File: config.mk
export PLATFORM = sky130hd
export DESIGN_NAME = iic_share_arb
export DESIGN_NICKNAME = d
export VERILOG_FILES = /design/src/rtl/iic_share_arb.sv
export SDC_FILE = /design/constraint.sdc
export NUM_CORES = 1
export LEC_CHECK = 0
export ABC_AREA = 1
export CAP_MARGIN = 5
export CORE_AREA = 2 2 101 103
export DETAILED_ROUTE_END_ITERATION = 10
export DIE_AREA = 0 0 103 105
export GPL_ROUTABILITY_DRIVEN = 0
export PLACE_DENSITY_LB_ADDON = 0.25
export SLEW_MARGIN = 20
export SYNTH_ARGS = -nofsm -noshare
export SYNTH_HDL_FRONTEND = slang
export SYNTH_SLANG_ARGS = --single-unit
File: constraint.sdc
create_clock -name clk -period 2.8 [get_ports clk]
set_input_delay 0.28 -clock clk [delete_from_list [all_inputs] [get_ports clk]]
set_output_delay 0.28 -clock clk [all_outputs]
set_load 0.005 [all_outputs]
File: src/rtl/iic_share_arb.sv
// iic_share_arb
//  Shares one I2C byte master (16-bit register address) between two config
//  clients: port 0 = HDMI-TX config controller, port 1 = audio codec poller.
//  Round-robin arbitration, one byte transaction per grant. The arbiter
//  latches the owner's request fields into the master registers, pulses
//  iic_trig, supervises busy with start/transfer timeouts, and returns a
//  done/err pulse plus read data to the owner.
//
//  Ports
//   clk, rstn                  clock, async active-low reset
//   req*/wr*/dev*/addr*/wd*    client request (level) and access fields
//   done*/err*                 1-cycle completion / abort pulses
//   rdata                      data_out captured at completion
//   grant                      one-hot owner, 2'b00 when idle
//   iic_trig/w_r/device_id/addr/data_in   master command interface
//   busy/data_out              master status and read data
//
//  Optional feature (macro IIC_ARB_LOCK_EN): lock0/lock1 inputs keep the
//  grant with the owner across accesses for atomic multi-byte sequences.
module iic_share_arb #(
  parameter int unsigned TO_W     = 22,
  parameter int unsigned START_TO = 1000,
  parameter int unsigned XFER_TO  = 32'h30D400
) (
  input  logic        clk,
  input  logic        rstn,
  input  logic        req0,
  input  logic        req1,
  input  logic        wr0,
  input  logic        wr1,
  input  logic [7:0]  dev0,
  input  logic [7:0]  dev1,
  input  logic [15:0] addr0,
  input  logic [15:0] addr1,
  input  logic [7:0]  wd0,
  input  logic [7:0]  wd1,
`ifdef IIC_ARB_LOCK_EN
  input  logic        lock0,
  input  logic        lock1,
`endif
  output logic        done0,
  output logic        done1,
  output logic        err0,
  output logic        err1,
  output logic [7:0]  rdata,
  output logic [1:0]  grant,
  output logic        iic_trig,
  output logic        w_r,
  output logic [7:0]  device_id,
  output logic [15:0] addr,
  output logic [7:0]  data_in,
  input  logic        busy,
  input  logic [7:0]  data_out
);

  localparam logic [TO_W-1:0] START_LIM = TO_W'(START_TO - 1);
  localparam logic [TO_W-1:0] XFER_LIM  = TO_W'(XFER_TO - 1);

  typedef enum logic [2:0] {
    S_IDLE, S_SETUP, S_TRIG, S_WBUSY, S_WDONE, S_DONE, S_ABORT
  } state_e;

  state_e          state_q;
  logic [1:0]      grant_q;
  logic            owner_q;
  logic            rr_q;       // port preferred when both request
  logic            busy_1d_q;
  logic [TO_W-1:0] cnt_q;
  logic            trig_q, w_r_q;
  logic [7:0]      dev_q, wd_q, rdata_q;
  logic [15:0]     addr_q;
  logic            done0_q, done1_q, err0_q, err1_q;

  logic            pick, sel, held, keep_grant;
  logic            sel_wr;
  logic [7:0]      sel_dev, sel_wd;
  logic [15:0]     sel_addr;

  // Contested requests go to rr_q; otherwise whoever asks.
  assign pick = (req0 && req1) ? rr_q : req1;

`ifdef IIC_ARB_LOCK_EN
  logic own_lock, own_req;
  assign own_lock   = owner_q ? lock1 : lock0;
  assign own_req    = owner_q ? req1  : req0;
  // A grant still set while IDLE means the owner holds a lock.
  assign held       = (grant_q != 2'b00);
  assign keep_grant = own_lock;
`else
  assign held       = 1'b0;
  assign keep_grant = 1'b0;
`endif

  assign sel      = held ? owner_q : pick;
  assign sel_wr   = sel ? wr1   : wr0;
  assign sel_dev  = sel ? dev1  : dev0;
  assign sel_addr = sel ? addr1 : addr0;
  assign sel_wd   = sel ? wd1   : wd0;

  always_ff @(posedge clk or negedge rstn) begin
    if (!rstn) begin
      state_q   <= S_IDLE;
      grant_q   <= 2'b00;
      owner_q   <= 1'b0;
      rr_q      <= 1'b0;
      busy_1d_q <= 1'b0;
      cnt_q     <= '0;
      trig_q    <= 1'b0;
      w_r_q     <= 1'b1;
      dev_q     <= 8'h00;
      addr_q    <= 16'h0000;
      wd_q      <= 8'h00;
      rdata_q   <= 8'h00;
      done0_q   <= 1'b0;
      done1_q   <= 1'b0;
      err0_q    <= 1'b0;
      err1_q    <= 1'b0;
    end else begin
      busy_1d_q <= busy;
      case (state_q)
        S_IDLE: begin
`ifdef IIC_ARB_LOCK_EN
          if (held) begin
            if (!own_lock) begin
              grant_q <= 2'b00;
            end else if (own_req && !busy) begin
              w_r_q   <= sel_wr;
              dev_q   <= sel_dev;
              addr_q  <= sel_addr;
              wd_q    <= sel_wd;
              state_q <= S_SETUP;
            end
          end else
`endif
          // A foreign master owning the bus keeps us out until it is free.
          if ((req0 || req1) && !busy) begin
            owner_q <= pick;
            grant_q <= pick ? 2'b10 : 2'b01;
            rr_q    <= ~pick;
            w_r_q   <= sel_wr;
            dev_q   <= sel_dev;
            addr_q  <= sel_addr;
            wd_q    <= sel_wd;
            state_q <= S_SETUP;
          end
        end
        S_SETUP: state_q <= S_TRIG;
        S_TRIG: begin
          trig_q  <= 1'b1;
          cnt_q   <= '0;
          state_q <= S_WBUSY;
        end
        S_WBUSY: begin
          trig_q <= 1'b0;
          if (busy) begin
            cnt_q   <= '0;
            state_q <= S_WDONE;
          end else if (cnt_q == START_LIM) begin
            err0_q  <= ~owner_q;
            err1_q  <= owner_q;
            grant_q <= keep_grant ? grant_q : 2'b00;
            state_q <= S_ABORT;
          end else begin
            cnt_q <= cnt_q + 1'b1;
          end
        end
        S_WDONE: begin
          if (busy_1d_q && !busy) begin
            rdata_q <= data_out;
            done0_q <= ~owner_q;
            done1_q <= owner_q;
            grant_q <= keep_grant ? grant_q : 2'b00;
            state_q <= S_DONE;
          end else if (cnt_q == XFER_LIM) begin
            err0_q  <= ~owner_q;
            err1_q  <= owner_q;
            grant_q <= keep_grant ? grant_q : 2'b00;
            state_q <= S_ABORT;
          end else begin
            cnt_q <= cnt_q + 1'b1;
          end
        end
        S_DONE: begin
          done0_q <= 1'b0;
          done1_q <= 1'b0;
          state_q <= S_IDLE;
        end
        S_ABORT: begin
          err0_q  <= 1'b0;
          err1_q  <= 1'b0;
          state_q <= S_IDLE;
        end
        default: state_q <= S_IDLE;
      endcase
    end
  end

  assign done0     = done0_q;
  assign done1     = done1_q;
  assign err0      = err0_q;
  assign err1      = err1_q;
  assign rdata     = rdata_q;
  assign grant     = grant_q;
  assign iic_trig  = trig_q;
  assign w_r       = w_r_q;
  assign device_id = dev_q;
  assign addr      = addr_q;
  assign data_in   = wd_q;

endmodule
# Word level (Yosys, flattened, before mapping)
# Index checks and enable logic that the tools add are counted.
[op_classes] addsub=1 n_mul=0 div=0 order_cmp=0 eq_ne=18 shift=0 muxes=38 bitwise=2 reduce_logical=18
[op_table] op="22-bit two-way mux" count=4
[op_table] op="22-bit case mux with 3 select lines" count=1
[op_table] op="22-bit by 1-bit adder with 22-bit output (second input constant)" count=1
[op_table] op="22-bit by 10-bit equality test with 1-bit output (second input constant)" count=1
[op_table] op="22-bit equality test (second input constant)" count=1
[op_table] op="16-bit two-way mux" count=1
[op_table] op="8-bit two-way mux" count=2
[op_table] op="3-bit two-way mux" count=5
[op_table] op="3-bit case mux with 5 select lines" count=1
[op_table] op="2-bit != test (second input constant)" count=7
[op_table] op="1-bit two-way mux" count=12
[op_table] op="2-bit two-way mux" count=6
[op_table] op="5-bit AND reduction" count=2
[op_table] op="3-bit equality test (second input constant)" count=3
[op_table] op="3-bit != test (second input constant)" count=3
[op_table] op="3-bit nonzero test" count=3
[op_table] op="3-bit by 2-bit equality test with 1-bit output (second input constant)" count=2
[op_table] op="1-bit case mux with 2 select lines" count=3
[op_table] op="1-bit case mux with 3 select lines" count=2
[op_table] op="2-bit case mux with 3 select lines" count=1
[op_table] op="2-bit AND reduction" count=3
[op_table] op="4-bit AND reduction" count=1
[op_table] op="2-bit nonzero test" count=2
[op_table] op="3-bit by 1-bit equality test with 1-bit output (second input constant)" count=1
[op_table] op="6 further kinds" count=9
[totals] regBits=76 latch_bits=0 mem_bits_rw=0 romBits=0 input_bits=79 out_inout_bits=48 word_cells=93 memories=0

# Longest topological paths before layout
[logic_depth] ltp_word=5 mapped_depth=13 ltp_nobuf=13

# Worst setup path before layout
# Ideal clock, no wire load.
[synth_timing] path_type="flip-flop to flip-flop" start="reg cnt_q[0]" end="reg cnt_q[18]" setup_ps=116 arrival_time_ps=1544 t_required_ps=2684 slack_ps=1139 stages_incl_launch_ff=12 path_buffers=1 period_less_slack_ps=1661 path_cell_list="dfrtp_1 > ha_1 > nand2_1 > inv_2 > nand2_2 > nor2_4 > nand3_2 > o21ai_2 > nor2_4 > buf_6 > nand2_1 > nand2_1"
[synth_via] elab_chain_len=4 word_cells_on_any_way=11 classes_between="add/sub: 1; eq/ne: 4; mux: 5; reduce/logical: 1"
[synth_rtl] item="start, declared" line="68" source="logic [TO_W-1:0] cnt_q;"
[synth_rtl] item="start signal, assigned" line="164" source="cnt_q <= cnt_q + 1'b1;"
[synth_rtl] item="start signal, assigned" line="180" source="cnt_q <= cnt_q + 1'b1;"
[synth_rtl] item="22-bit by 1-bit adder with 22-bit output" line="164, 180"
[synth_rtl] item="22-bit two-way mux (on tied branches)" line="174, 158"
[synth_rtl] item="22-bit two-way mux (on tied branches)" line="168, 155"
[synth_rtl] item="22-bit case mux with 3 select lines" line="120" source="case (state_q)"
# Parallel ways exist; a longest one is shown, timed or not. The select of a mux whose other input is x is not followed.
# A chain may end at the register's enable or synchronous reset.

# Final worst setup path
[layout_timing] start="reg cnt_q[0]" end="reg cnt_q[14]"
# Same word-level chain as after synthesis.

==> flow_summary_export.csv <==
group,metric,value,unit
route,avgRoutedWirePerCell,13.8,µm
clocking,root_buffer,"clkbuf_8",
flow_run,drv_cap,0,
timing,setup_viol,0,
setup_path,startpoint_type,"register",
placed_design,port-buffer-count,126,
placed_design,dp.cells,858,
die,rows,36,
die,die_width,103,µm
grt,antenna_found_initial,0,
finish,nFillCells,927,
clocking,clk_path_buf_depth,2,
placed_design,post-dp-hpwl,8.82,mm
timing,period_share,76.5,%
route,dr.pass1.iters,4,
setup_path,critPathKind,"reg -> reg",
setup_path,worstPathMaxFanout,22,
finish,drive_above_1_share,5.53,%
setup_path,worstReg2RegEnd,"cnt_q[14]$_DFFE_PN0P_",
timing,setup-tns-final,0,ns
die,die_y,105,µm
logic_synthesis,synth_fa_ha_area_share,0.293,%
route,vias,4437,
hold_path,hold_class,"in -> async",
finish,nets,816,
die,initial_core_util,44.3,%
route,drtAntennaViolNets,0,
route,wirelength,12.1,mm
finish,syn_to_final_growth,35.5,%
setup_path,end_kind,"register",
grt,grt_pass1_vias,4338,
setup_path,regToRegStartpoint,"cnt_q[0]$_DFFE_PN0P_",
route,vias_per_cell,5.08,
setup_path,startpoint,"cnt_q[0]$_DFFE_PN0P_",
clocking,clk_pin_slew_worst_paths,0.08,ns
setup_path,crit_cells,11,
setup_path,required,3.09,ns
grt,grt_use_total,23.4,%
grt,grt_pass1_wl,20.3,mm
timing,period_needed,2.14,ns
timing,rsz0062_at_grt,"false",
run_status,status,"complete, no violations",
setup_path,r2r_cells,11,
clocking,cts_max_level,3,
timing,fin_worst_skew,0.0130,ns
logic_synthesis,synth_compound_area_share,5.01,%
clocking,post_cts.repair.setup_buffers,0,
timing,tightest_slew,1.04,ns
power,p_leak,2.63,nW
logic_synthesis,yosysSeqAreaShare,44.5,%
logic_synthesis,synth-xor-area-share,0.615,%
die,io_pins,127,
clocking,cts_sinks,76,
route,drt_iter0_markers,284,
setup_path,max_stage_delay,0.45,ns
logic_synthesis,syn_area_per_cell,6.93,µm²
clocking,postCtsHoldBufs,0,
finish,antenna_cells,0,
logic_synthesis,ys_ff_latch,76,
clocking,insertion_delay,0.36,ns
clocking,numCtsBuffers,9,
grt,overflow,0,
die,die_area,10800,µm²
grt,grt_max_degree,77,
setup_path,cp.buffers_inverters,1,
setup_path,worst_path_dominant_cell_family,"simple AND/OR/NAND/NOR gates",
placed_design,pre_cts_ws,0.482,ns
die,core_area,9640,µm²
logic_synthesis,synthesis.area,4270,µm²
setup_path,crit_path_end,"cnt_q[14]$_DFFE_PN0P_",
timing,hold_viol,0,
logic_synthesis,synth_mux_area_share,0,%
power,p_per_area,751,nW/µm²
route,drc_errors,0,
setup_path,cp_cell_sequence,"ha_1 -> nand2_1 -> inv_2 -> nand2_2 -> nor2_4 -> nand3_2 -> nand2_2 -> o21ai_2 -> nand2_2 -> nand2_1 -> nand2_1",
power,peakVddDrop,393,µV
setup_path,r2r_setup_slack,0.66,ns
logic_synthesis,synthCells,617,
timing,fmax,0.467,GHz
logic_synthesis,synth_nets,697,
timing,maxSlewHeadroom,30.3,%
clocking,cts_resized,0,
logic_synthesis,synth.distinct_cells,32,
timing,fin_ws,0.659,ns
setup_path,crit_arrival,2.43,ns
clocking,cts_tree,"yes",
finish,utilization,60.1,%
logic_synthesis,synth-simple-area-share,43.1,%
timing,hold_ws,0.0543,ns
logic_synthesis,yosysWarnings,0,
setup_path,cp_slowest_cell,"dfrtp_1",
timing,drv_slew,0,
finish,final_common_cell,"nand2_1",
finish,layout_common_cells,"nand2_1 (283), clkdlybuf4s50_1 (125), nand3_1 (81)",
finish,instances_no_fill,874,
logic_synthesis,synth_top_family_by_area,"simple AND/OR/NAND/NOR gates",
## routing by layer
metal	vias up	track usage (%)	wire length (µm)
met5	-	0	0
met4	0	7.24	190
met3	20	6.96	1010
met2	169	37.8	5790
met1	2048	29.8	5090
li1	2200	-	-
## worst min path at each step
stage                         startpoint               endpoint
finish                              rstn  cnt_q[13]$_DFFE_PN0P_
global route                        rstn   rdata[3]$_DFFE_PN0P_
CTS                                 rstn  cnt_q[13]$_DFFE_PN0P_
detailed placement  rdata[7]$_DFFE_PN0P_   rdata[7]$_DFFE_PN0P_
global placement    rdata[6]$_DFFE_PN0P_   rdata[6]$_DFFE_PN0P_
floorplan                           rstn    addr[0]$_DFFE_PN0P_
## area by class of cell
class,count,area (µm²),share of cell area (%)
Multi-Input combinational cell,480,2090,36.2
Sequential cell,76,1900,32.9
Timing Repair Buffer,130,1290,22.3
Tap cell,133,166,2.87
Inverter,39,146,2.53
Clock buffer,10,128,2.20
Clock inverter,6,63.8,1.10
## cells in the mapped netlist, drive strengths merged
master | number | share of area [%]
a221oi | 1 | 0.21
nand4 | 13 | 1.9
dfrtp | 75 | 44
a21oi | 4 | 0.47
buf | 13 | 2.3
or2 | 2 | 0.29
nor3 | 5 | 0.85
clkbuf | 9 | 0.79
dfstp | 1 | 0.62
o22ai | 2 | 0.29
nor2 | 47 | 4.7
o21a | 1 | 0.18
nand3 | 82 | 9.7
and2 | 1 | 0.15
ha | 1 | 0.29
inv | 39 | 3.4
xor2 | 3 | 0.62
o21bai | 1 | 0.18
o21ai | 30 | 3.7
nand2 | 287 | 25
## per-stage QoR
stage | total power [mW] | instance area, µm²
floorplan | 2.58 | 4270
global placement | 3.49 | 5600
detailed placement | 3.53 | 5600
CTS | 4.39 | 5790
global route | 4.66 | 5790
finish | 4.35 | 5790
## sequential cells by signal (all words and copies together), names as in the netlist
name and count:
addr 16, busy_1d_q 1, cnt_q 22, data_in 8, device_id 8, done0 1, done1 1, err0 1
err1 1, grant 2, iic_trig 1, owner_q 1, rdata 8, rr_q 1, state_q 3, w_r 1
## kinds of logic after synthesis
group	after synthesis
xor gates and xnor gates	3
DFF	76
buffers and inverters	61
and+or+nand+nor	437
AOI/OAI and AO/OA	39
adders and majority gates	1
## where the power goes
part	internal, mW	switching (mW)	total (mW)
clock network	0.412	0.432	0.844
registers	1.46	0.222	1.68
logic	0.932	0.887	1.82
total	2.81	1.54	4.35
No activity file was read; power rests on OpenSTA's default activity.
